`src/rtl/muldiv_unit.sv`:
```
// muldiv_unit: iterative 32x32 shift-add multiplier and restoring divider feeding HI/LO.
// Define MULDIV_DIV_EN to build the divider, the DIV state and div_by_zero reporting.
module muldiv_unit (
    input  logic        clk,
    input  logic        reset,
    input  logic        start,
    input  logic [2:0]  op,
    input  logic [31:0] A,
    input  logic [31:0] B,
    output logic        busy,
    output logic        done,
    output logic        div_by_zero,
    output logic [31:0] Hi_out,
    output logic [31:0] Lo_out
);
    localparam logic [2:0] OP_MULT  = 3'd0;
    localparam logic [2:0] OP_MULTU = 3'd1;
    localparam logic [2:0] OP_DIV   = 3'd2;
    localparam logic [2:0] OP_DIVU  = 3'd3;
    localparam logic [2:0] OP_MTHI  = 3'd4;
    localparam logic [2:0] OP_MTLO  = 3'd5;

`ifdef MULDIV_DIV_EN
    typedef enum logic [1:0] {IDLE, MUL, DIV, FIX} state_t;
`else
    typedef enum logic [1:0] {IDLE, MUL, FIX} state_t;
`endif

    state_t      state_q, state_d;
    logic [4:0]  cnt_q, cnt_d;
    logic [63:0] acc_q, acc_d;
    logic [31:0] opnd_q, opnd_d;
    logic        neg_lo_q, neg_lo_d;
    logic [31:0] hi_q, hi_d;
    logic [31:0] lo_q, lo_d;
    logic        done_q, done_d;
`ifdef MULDIV_DIV_EN
    logic        neg_hi_q, neg_hi_d;
    logic        is_div_q, is_div_d;
    logic        dbz_q, dbz_d;
    logic [32:0] div_shift;
    logic        div_ok;
    logic [31:0] div_rem;
`endif

    logic        is_signed, a_neg, b_neg;
    logic [31:0] a_mag, b_mag;
    logic [32:0] mul_sum;
    logic [63:0] prod_fix;

    // acc holds {partial, multiplier} for MUL and {remainder, dividend/quotient} for DIV
    always_comb begin
        is_signed = (op == OP_MULT) || (op == OP_DIV);
        a_neg     = is_signed & A[31];
        b_neg     = is_signed & B[31];
        a_mag     = a_neg ? (32'd0 - A) : A;
        b_mag     = b_neg ? (32'd0 - B) : B;
        mul_sum   = {1'b0, acc_q[63:32]} + (acc_q[0] ? {1'b0, opnd_q} : 33'd0);
        prod_fix  = neg_lo_q ? (64'd0 - acc_q) : acc_q;
`ifdef MULDIV_DIV_EN
        div_shift = acc_q[63:31];
        div_ok    = (div_shift >= {1'b0, opnd_q});
        div_rem   = div_shift[31:0] - opnd_q;
`endif
    end

    always_comb begin
        state_d  = state_q;
        cnt_d    = cnt_q;
        acc_d    = acc_q;
        opnd_d   = opnd_q;
        neg_lo_d = neg_lo_q;
        hi_d     = hi_q;
        lo_d     = lo_q;
        done_d   = 1'b0;
`ifdef MULDIV_DIV_EN
        neg_hi_d = neg_hi_q;
        is_div_d = is_div_q;
        dbz_d    = 1'b0;
`endif
        case (state_q)
            IDLE: begin
                if (start) begin
                    case (op)
                        OP_MULT, OP_MULTU: begin
                            acc_d    = {32'd0, a_mag};
                            opnd_d   = b_mag;
                            neg_lo_d = a_neg ^ b_neg;
                            cnt_d    = 5'd0;
                            state_d  = MUL;
`ifdef MULDIV_DIV_EN
                            is_div_d = 1'b0;
`endif
                        end
`ifdef MULDIV_DIV_EN
                        OP_DIV, OP_DIVU: begin
                            // A zero divisor reports immediately and leaves HI/LO alone
                            if (B == 32'd0) begin
                                done_d = 1'b1;
                                dbz_d  = 1'b1;
                            end else begin
                                acc_d    = {32'd0, a_mag};
                                opnd_d   = b_mag;
                                neg_lo_d = a_neg ^ b_neg;
                                neg_hi_d = a_neg;
                                is_div_d = 1'b1;
                                cnt_d    = 5'd0;
                                state_d  = DIV;
                            end
                        end
`else
                        OP_DIV, OP_DIVU: ;
`endif
                        OP_MTHI: hi_d = A;
                        OP_MTLO: lo_d = A;
                        default: ;
                    endcase
                end
            end
            MUL: begin
                acc_d = {mul_sum, acc_q[31:1]};
                cnt_d = cnt_q + 5'd1;
                if (cnt_q == 5'd31) state_d = FIX;
            end
`ifdef MULDIV_DIV_EN
            DIV: begin
                acc_d = div_ok ? {div_rem, acc_q[30:0], 1'b1} : {acc_q[62:0], 1'b0};
                cnt_d = cnt_q + 5'd1;
                if (cnt_q == 5'd31) state_d = FIX;
            end
`endif
            FIX: begin
                state_d = IDLE;
                done_d  = 1'b1;
`ifdef MULDIV_DIV_EN
                if (is_div_q) begin
                    lo_d = neg_lo_q ? (32'd0 - acc_q[31:0])  : acc_q[31:0];
                    hi_d = neg_hi_q ? (32'd0 - acc_q[63:32]) : acc_q[63:32];
                end else
`endif
                begin
                    hi_d = prod_fix[63:32];
                    lo_d = prod_fix[31:0];
                end
            end
            default: state_d = IDLE;
        endcase
    end

    always_ff @(posedge clk or posedge reset) begin
        if (reset) begin
            state_q  <= IDLE;
            cnt_q    <= 5'd0;
            acc_q    <= 64'd0;
            opnd_q   <= 32'd0;
            neg_lo_q <= 1'b0;
            hi_q     <= 32'd0;
            lo_q     <= 32'd0;
            done_q   <= 1'b0;
`ifdef MULDIV_DIV_EN
            neg_hi_q <= 1'b0;
            is_div_q <= 1'b0;
            dbz_q    <= 1'b0;
`endif
        end else begin
            state_q  <= state_d;
            cnt_q    <= cnt_d;
            acc_q    <= acc_d;
            opnd_q   <= opnd_d;
            neg_lo_q <= neg_lo_d;
            hi_q     <= hi_d;
            lo_q     <= lo_d;
            done_q   <= done_d;
`ifdef MULDIV_DIV_EN
            neg_hi_q <= neg_hi_d;
            is_div_q <= is_div_d;
            dbz_q    <= dbz_d;
`endif
        end
    end

    assign busy   = (state_q != IDLE);
    assign done   = done_q;
    assign Hi_out = hi_q;
    assign Lo_out = lo_q;
`ifdef MULDIV_DIV_EN
    assign div_by_zero = dbz_q;
`else
    assign div_by_zero = 1'b0;
`endif

endmodule
```
`config.mk`:
```
export PLATFORM = sky130hd
export DESIGN_NAME = muldiv_unit
export DESIGN_NICKNAME = d
export VERILOG_FILES = /design/src/rtl/muldiv_unit.sv
export SDC_FILE = /design/constraint.sdc
export NUM_CORES = 1
export LEC_CHECK = 0
export ABC_AREA = 0
export BUFFER_PORTS_ARGS = -buffer_cell sky130_fd_sc_hd__buf_2
export CAP_MARGIN = 5
export CORE_MARGIN = 2
export CORE_UTILIZATION = 35
export CTS_BUF_LIST = sky130_fd_sc_hd__clkbuf_8
export CTS_CLUSTER_SIZE = 24
export DETAILED_ROUTE_END_ITERATION = 10
export HOLD_SLACK_MARGIN = 0.1
export PLACE_DENSITY_LB_ADDON = 0.05
export SKIP_CTS_REPAIR_TIMING = 1
export SLEW_MARGIN = 10
export SYNTH_ARGS = -nofsm -noshare
export SYNTH_HDL_FRONTEND = slang
export SYNTH_SLANG_ARGS = --single-unit
```
`constraint.sdc`:
```
create_clock -name clk -period 6.7 [get_ports clk]
set_input_delay 1.34 -clock clk [delete_from_list [all_inputs] [get_ports clk]]
set_output_delay 1.34 -clock clk [all_outputs]
set_load 0.05 [all_outputs]
```
==> results.yml, run 1 <==
sta:
  final_worst_path_cycle_share_pct: 55.4
  setup-tns-final_ns: 0
  min_period_ns: 3.71
  fin_skew_ns: 0.0216
  setup_violations: 0
  max_slew_margin_pct: 33.4
  slew_of_the_pin_with_the_lowest_slew_margin_ns: 0.992
  finalHoldViolations: 0
  clock.fmax_mhz: 269
  grt_setup_unrepaired: "false"
  slew_viol_final: 0
place:
  routabilityCongestion: 0.856
  portBuffers: 135
  place.detailed.hpwl_um: 29300
  dp_cells: 1936
route:
  drt_first_iter_violations: 653
  drtAntennaViolNets: 0
  drt_pass1_iterations: 5
  finalWirelength_um: 39400
  route.vias.total: 10684
  viasPerCell: 5.43
  routedWlPerCell_um: 20.0
  post-route-drc-count: 0
global_route:
  first_global_vias: 10443
  pin_count_of_the_biggest_net_entering_global_routing: 90
  grt_util_all_layers_pct: 22.4
  globalRouteOverflowTotal: 0
  grt_first_pass_wirelength_um: 62300
  antenna_found_initial: 1
synthesis:
  synth-warning-count: 0
  ys_types: 78
  synth-seq-cells: 169
  synth_seq_area_share_pct: 35.2
  ys_top_cells_by_area: "sky130_fd_sc_hd__dfrtp_1, sky130_fd_sc_hd__o21ai_0, sky130_fd_sc_hd__xnor2_1"
  synth_compound_area_share_pct: 20.8
  synth_nets: 1537
  async_reset_ff_share_pct: 100
  synth_flop_cell: "sky130_fd_sc_hd__dfrtp_1"
  synth_top_family_by_area: "compound AO/OA/AOI/OAI gates"
  synthesis.instances: 1429
  synth_fa_ha_area_share_pct: 4.02
  post_synth_xor_area_fraction_pct: 10.4
  post_synth_mux_area_share_pct: 5.64
  synth_top_area_cell: "sky130_fd_sc_hd__dfrtp_1"
  synthesis.area_um2: 12000
  area_fraction_in_and_or_nand_and_nor_cells_after_synthesis_pct: 20.2
  synthesis.area_per_instance_um2: 8.40
  synth_top_cell_area_share_pct: 35.2
  synth_enable_flop_cells: 0
run_status:
  run_status: "complete, no violations"
die:
  die-width_um: 189
  starting_density_pct: 35.7
  placeableCoreArea_um2: 33600
  dieHeight_um: 189
  core.rowCount: 67
  floorplan.io_pins: 137
  die_area_um2: 35800
critical_path:
  worst-r2r-cell-count: 10
  worst_setup_path_end_kind: "flip-flop"
  critPathSlowestCell: "sky130_fd_sc_hd__dfrtp_1"
  cp_max_fo: 36
  timing.critical_path.from_type: "flip-flop"
  critical_path.reg2reg.endpoint: "acc_q[63]$_DFFE_PP0P_"
  criticalPathCategory: "reg -> reg"
  timing.critical_path.arrival_ns: 4.09
  worst_ep_required_time_ns: 7.08
  critical_path.reg2reg.startpoint: "acc_q[0]$_DFFE_PP0P_"
  timing.critical_path.cells: "and2_1 -> ha_1 -> inv_1 -> fa_1 -> nor2b_1 -> o2111ai_1 -> a2111oi_0 -> o21ai_0 -> and3b_1 -> o41ai_1"
  max_stage_delay_ns: 0.96
  rrSetupSlack_ns: 2.99
clock_tree:
  cts_num_sinks: 169
  tritoncts: "yes"
  cts_root_buf: "sky130_fd_sc_hd__clkbuf_8"
  cts.clk_slew.worst_paths_ns: 0.11
  worst_skew_pair.late_latency_ns: 0.50
  h-tree-depth: 4
  clock_tree.buffer_depth: 2
  cts_inserted_buffers: 17
power_and_ir_drop:
  power.ir.vdd_worst_mv: 0.190
  p_leak_nw: 5.54
  power_density_nw_per_um2: 488
cells_and_area:
  n_fill_cell: 3482
  area_growth_pct: 11.7
  stdcell_count: 1968
  n_antenna_cell: 0
  design.final.nets: 1615
  drive_above_1_share_pct: 16.1
worst_hold_path:
  worst_hold_path.num_cells: 2
  holdCritStartpoint: "opnd_q[13]$_DFFE_PP0P_"
  holdPathEnd: "opnd_q[13]$_DFFE_PP0P_"
  min-delay-path-class: "reg -> reg"
run:
  cap_viol_max_count: 0
-- synthesized netlist by cell type, drive strengths merged, types with 6 or more instances --
master,n
inv,22
nor3,40
or3,20
mux2,29
mux2i,35
xnor2,71
nor4,9
or4,18
dfrtp,169
or2,6
ha,37
nand4,12
buf,13
a21o,14
a21oi,115
nand3,33
a22oi,11
a31oi,10
o22ai,16
o21ai,153
xor2,71
o31ai,25
and3,7
o41ai,15
nand2,163
o21bai,6
clkbuf,77
nand2b,13
nor2,116
and2,38
a211oi,7
-- how the worst max path moves through the flow --
stage | start | end | cells past startpoint
6_report | acc_q[0]$_DFFE_PP0P_ | acc_q[63]$_DFFE_PP0P_ | 10
2_1_floorplan | reset | Hi_out[0]$_DFFE_PP0P_ | 1
5_1_grt | acc_q[0]$_DFFE_PP0P_ | acc_q[63]$_DFFE_PP0P_ | 10
3_3_place_gp | A[5] | acc_q[26]$_DFFE_PP0P_ | 8
3_5_place_dp | A[5] | acc_q[26]$_DFFE_PP0P_ | 8
4_1_cts | acc_q[0]$_DFFE_PP0P_ | acc_q[63]$_DFFE_PP0P_ | 10
-- final cells by class --
type                    instances  area [um2]  share of cell area [%]
repair buffers                149         793                    5.91
well taps                     448         561                    4.18
clock buffers                  19         262                    1.95
inverters                      22        88.8                   0.662
clock inverters                13         124                   0.924
multi-input cells            1148        7350                    54.8
flip-flops and latches        169        4230                    31.5
-- cells in the final DEF (no fill, tap or decap), drive strengths merged, types with 29 or more instances in the layout --
| cell type | count |
|---|---|
| dfrtp | 169 |
| nand2 | 163 |
| o21ai | 153 |
| buf | 149 |
| nor2 | 116 |
| a21oi | 115 |
| xnor2 | 71 |
| xor2 | 71 |
| nor3 | 40 |
| and2 | 38 |
| ha | 37 |
| mux2i | 35 |
| nand3 | 33 |
| mux2 | 29 |
-- metal layers --
layer,global-route usage [%],share of wire (%)
met5,0,0
met4,5.77,1.6
met3,2.72,3.4
met2,37.4,48
met1,30.6,47
-- stage by stage --
stage                     hold WS (ns)  utilization, %  instance area, um2  power [W]  setup slack, ns
after global placement           0.455            38.8               13000    0.00583             2.73
final                            0.481            39.9               13400    0.00655             2.99
after CTS                        0.489            39.9               13400    0.00659             2.88
after detailed placement         0.463            38.8               13000    0.00584             2.67
after global routing             0.513            39.9               13400    0.00706             2.54
after floorplan                  0.438               -               12000    0.00476            0.785
-- cell families after synthesis --
group                      count (synthesis)
buffers and inverters                    112
muxes                                     64
xor gates and xnor gates                 142
AOI/OAI and AO/OA                        413
DFF                                      169
other                                      1
and+or+nand+nor                          490
adders and majority gates                 38
-- state kept, by name (all words and copies together), names as in the netlist --
signal	count
Hi_out	32
done	1
opnd_q	32
state_q	2
cnt_q	5
neg_lo_q	1
acc_q	64
Lo_out	32
-- worst max-delay path, delay by kind of cell (launching register included) --
| family | cells | cell delay (ns) |
|---|---|---|
| and+or+nand+nor | 3 | 0.68 |
| adders and majority gates | 2 | 0.57 |
| DFF | 1 | 0.96 |
| AOI/OAI and AO/OA | 4 | 1.33 |
| buffers and inverters | 1 | 0.06 |
-- power by group --
part | internal [W] | switching, W | total (W)
Sequential | 0.00154 | 0.000601 | 0.00214
Clock | 0.000316 | 0.000427 | 0.000744
Combinational | 0.00129 | 0.00238 | 0.00367
(Power assumes the default switching activity.)
==> inputs of run 2 (changes only) <==
--- a/config.mk
+++ b/config.mk
@@ -5,7 +5,7 @@
 export SDC_FILE = /design/constraint.sdc
 export NUM_CORES = 1
 export LEC_CHECK = 0
-export ABC_AREA = 0
+export ABC_AREA = 1
 export BUFFER_PORTS_ARGS = -buffer_cell sky130_fd_sc_hd__buf_2
 export CAP_MARGIN = 5
 export CORE_MARGIN = 2
==> constraint.sdc (replaced) <==
create_clock -name clk -period 3.3 [get_ports clk]
set_input_delay 0.66 -clock clk [delete_from_list [all_inputs] [get_ports clk]]
set_output_delay 0.66 -clock clk [all_outputs]
set_load 0.05 [all_outputs]
==> run 2 against run 1 <==
First-iteration DRC count increased by 68%. Non-clock buffer count up 11. Flip-flop and latch count unchanged. Maximum frequency is 33% higher. Critical path type unchanged.
==> results.yml, run 2 <==
run_status:
  run_status: "complete, no violations"
sta:
  finalHoldViolations: 0
  setup-tns-final_ns: 0
  timing.hold.ws_ns: 0.154
  setup_violations: 0
  grt_setup_unrepaired: "false"
  max_slew_margin_pct: 47.6
  slew_viol_final: 0
  clock.fmax_mhz: 357
  final_worst_path_cycle_share_pct: 84.9
  min_period_ns: 2.80
  slew_of_the_pin_with_the_lowest_slew_margin_ns: 0.784
  fin_skew_ns: 0.0201
route:
  finalWirelength_um: 52200
  viasPerCell: 5.16
  drt_pass1_iterations: 5
  route.vias.total: 14627
  drt_first_iter_violations: 1099
  drtAntennaViolNets: 0
  post-route-drc-count: 0
  routedWlPerCell_um: 18.4
cells_and_area:
  design.final.nets: 2410
  final_cell_mix: "sky130_fd_sc_hd__nand2_1, sky130_fd_sc_hd__nor2_1, sky130_fd_sc_hd__inv_1, sky130_fd_sc_hd__nand3_1, sky130_fd_sc_hd__dfrtp_1"
  n_antenna_cell: 0
  largest_reg_flops: 64
  registers.top_by_ff_count: "acc_q"
  fin_area_um2: 15100
  mostFrequentLayoutCell: "sky130_fd_sc_hd__nand2_1"
  area_growth_pct: 11.8
  drive_above_1_share_pct: 10.4
synthesis:
  synth-seq-cells: 169
  synth_top_cells_by_count: "sky130_fd_sc_hd__nand2_1, sky130_fd_sc_hd__nor2_1, sky130_fd_sc_hd__inv_1, sky130_fd_sc_hd__nand3_1, sky130_fd_sc_hd__dfrtp_1"
  synth_flop_cell: "sky130_fd_sc_hd__dfrtp_1"
  synth_top_cell_area_share_pct: 31.3
  synth_enable_flop_cells: 0
  synth_seq_area_share_pct: 31.3
  synthesis.area_um2: 13500
  ys_types: 49
  ys_top_cells_by_area: "sky130_fd_sc_hd__dfrtp_1, sky130_fd_sc_hd__nand2_1, sky130_fd_sc_hd__nor2_1"
  synthesis.instances: 2193
  synth_top_area_cell: "sky130_fd_sc_hd__dfrtp_1"
  async_reset_ff_share_pct: 100
  yosys.cell_count.top_type: "sky130_fd_sc_hd__nand2_1"
  synthesis.area_per_instance_um2: 6.17
  synth_nets: 2301
  synth-warning-count: 0
critical_path:
  cp_max_fo: 5
  worst_ep_required_time_ns: 3.70
  timing.critical_path.arrival_ns: 3.21
  worst_setup_path_end_kind: "flip-flop"
  timing.critical_path.from_type: "flip-flop"
  criticalPathCategory: "reg -> reg"
global_route:
  antenna_found_initial: 0
  pin_count_of_the_biggest_net_entering_global_routing: 56
  grt_util_all_layers_pct: 26.3
  globalRouteOverflowTotal: 0
  grt_first_pass_wirelength_um: 82000
  first_global_vias: 14234
clock_tree:
  h-tree-depth: 4
  cts_inserted_buffers: 17
  worst_skew_pair.late_latency_ns: 0.53
  tritoncts: "yes"
  cts_num_sinks: 169
  clock_tree.buffer_depth: 2
  cts_root_buf: "sky130_fd_sc_hd__clkbuf_8"
  cts.clk_slew.worst_paths_ns: 0.11
die:
  die_area_um2: 40300
  die-width_um: 201
  placeableCoreArea_um2: 38400
  core.rowCount: 72
  dieHeight_um: 201
  floorplan.io_pins: 137
  starting_density_pct: 35.3
worst_hold_path:
  min-delay-path-class: "in -> async"
power_and_ir_drop:
  power_density_nw_per_um2: 869
  p_leak_nw: 7.71
  power.total_w: 0.0131
  power.ir.vdd_worst_mv: 0.353
place:
  place.detailed.hpwl_um: 41100
  placedInstanceArea_um2: 14700
  portBuffers: 135
  routabilityCongestion: 0.967
run:
  cap_viol_max_count: 0
## run 2: report_power, final
| group | total, W | internal [W] | switching (W) |
|---|---|---|---|
| combinational | 0.00760 | 0.00213 | 0.00547 |
| clock | 0.00168 | 0.000784 | 0.000898 |
| sequential | 0.00386 | 0.00290 | 0.000957 |
| total | 0.0131 | 0.00581 | 0.00733 |
## run 2: final cells by class
class | count | area (um2)
multi-input cells | 1686 | 7920
clock inverters | 13 | 154
flip-flops and latches | 169 | 4230
inverters | 268 | 1010
clock buffers | 19 | 262
well taps | 518 | 648
repair buffers | 160 | 901
fillers | 4360 | 23200
## run 2: final timing paths
| path | endpoint | slack (ns) | cells past startpoint | startpoint |
|---|---|---|---|---|
| hold / removal | Lo_out[4]$_DFFE_PP0P_ | 0.15 | 2 | reset |
| setup / recovery | acc_q[55]$_DFFE_PP0P_ | 0.50 | 15 | acc_q[0]$_DFFE_PP0P_ |
| max in group asynchronous | Hi_out[29]$_DFFE_PP0P_ | 2.49 | 3 | reset |
| min in group clk | opnd_q[28]$_DFFE_PP0P_ | 0.43 | 4 | B[28] |
| hold reg to reg | Lo_out[14]$_DFFE_PP0P_ | 0.49 | 2 | Lo_out[14]$_DFFE_PP0P_ |
| setup reg to reg | acc_q[55]$_DFFE_PP0P_ | 0.50 | 15 | acc_q[0]$_DFFE_PP0P_ |
## run 2: critical path: stages, from the launching register on
cell and delay (ns):
sky130_fd_sc_hd__dfrtp_1 0.48, sky130_fd_sc_hd__nand2_1 0.08, sky130_fd_sc_hd__inv_1 0.06, sky130_fd_sc_hd__ha_1 0.22, sky130_fd_sc_hd__inv_1 0.10, sky130_fd_sc_hd__fa_1 0.36, sky130_fd_sc_hd__inv_1 0.12, sky130_fd_sc_hd__nand2_1 0.10
sky130_fd_sc_hd__o21ai_2 0.28, sky130_fd_sc_hd__inv_1 0.13, sky130_fd_sc_hd__o21ai_1 0.34, sky130_fd_sc_hd__nand2_1 0.13, sky130_fd_sc_hd__nand3_1 0.12, sky130_fd_sc_hd__nand2_1 0.06, sky130_fd_sc_hd__nand3_1 0.06, sky130_fd_sc_hd__nand2_1 0.05
## run 2: through the flow
step	utilization [%]	worst slack [ns]	std cells
after floorplan	-	0.485	2193
after global placement	38.3	0.414	2801
after detailed placement	38.3	0.388	2801
after CTS	39.4	0.487	2833
after global routing	39.4	0.283	2833
final	39.4	0.498	2833
## run 2: routing by layer
metal	GRT usage, %	wire (um)
met1	33.7	23000
met2	45.9	25500
met3	2.82	2000
met4	9.29	1640
met5	0	0
## run 2: kinds of logic (layout without fill, tap and decap cells)
kind of cell               count (synthesis)  after routing  share of synthesized area (%)
and+or+nand+nor                         1282           1282                           39.7
AOI/OAI and AO/OA                        340            340                           13.6
buffers and inverters                    338            460                           10.2
DFF                                      169            169                           31.3
adders and majority gates                 38             38                           3.57
xor gates and xnor gates                  25             25                           1.62
other                                      1              1                         0.0277
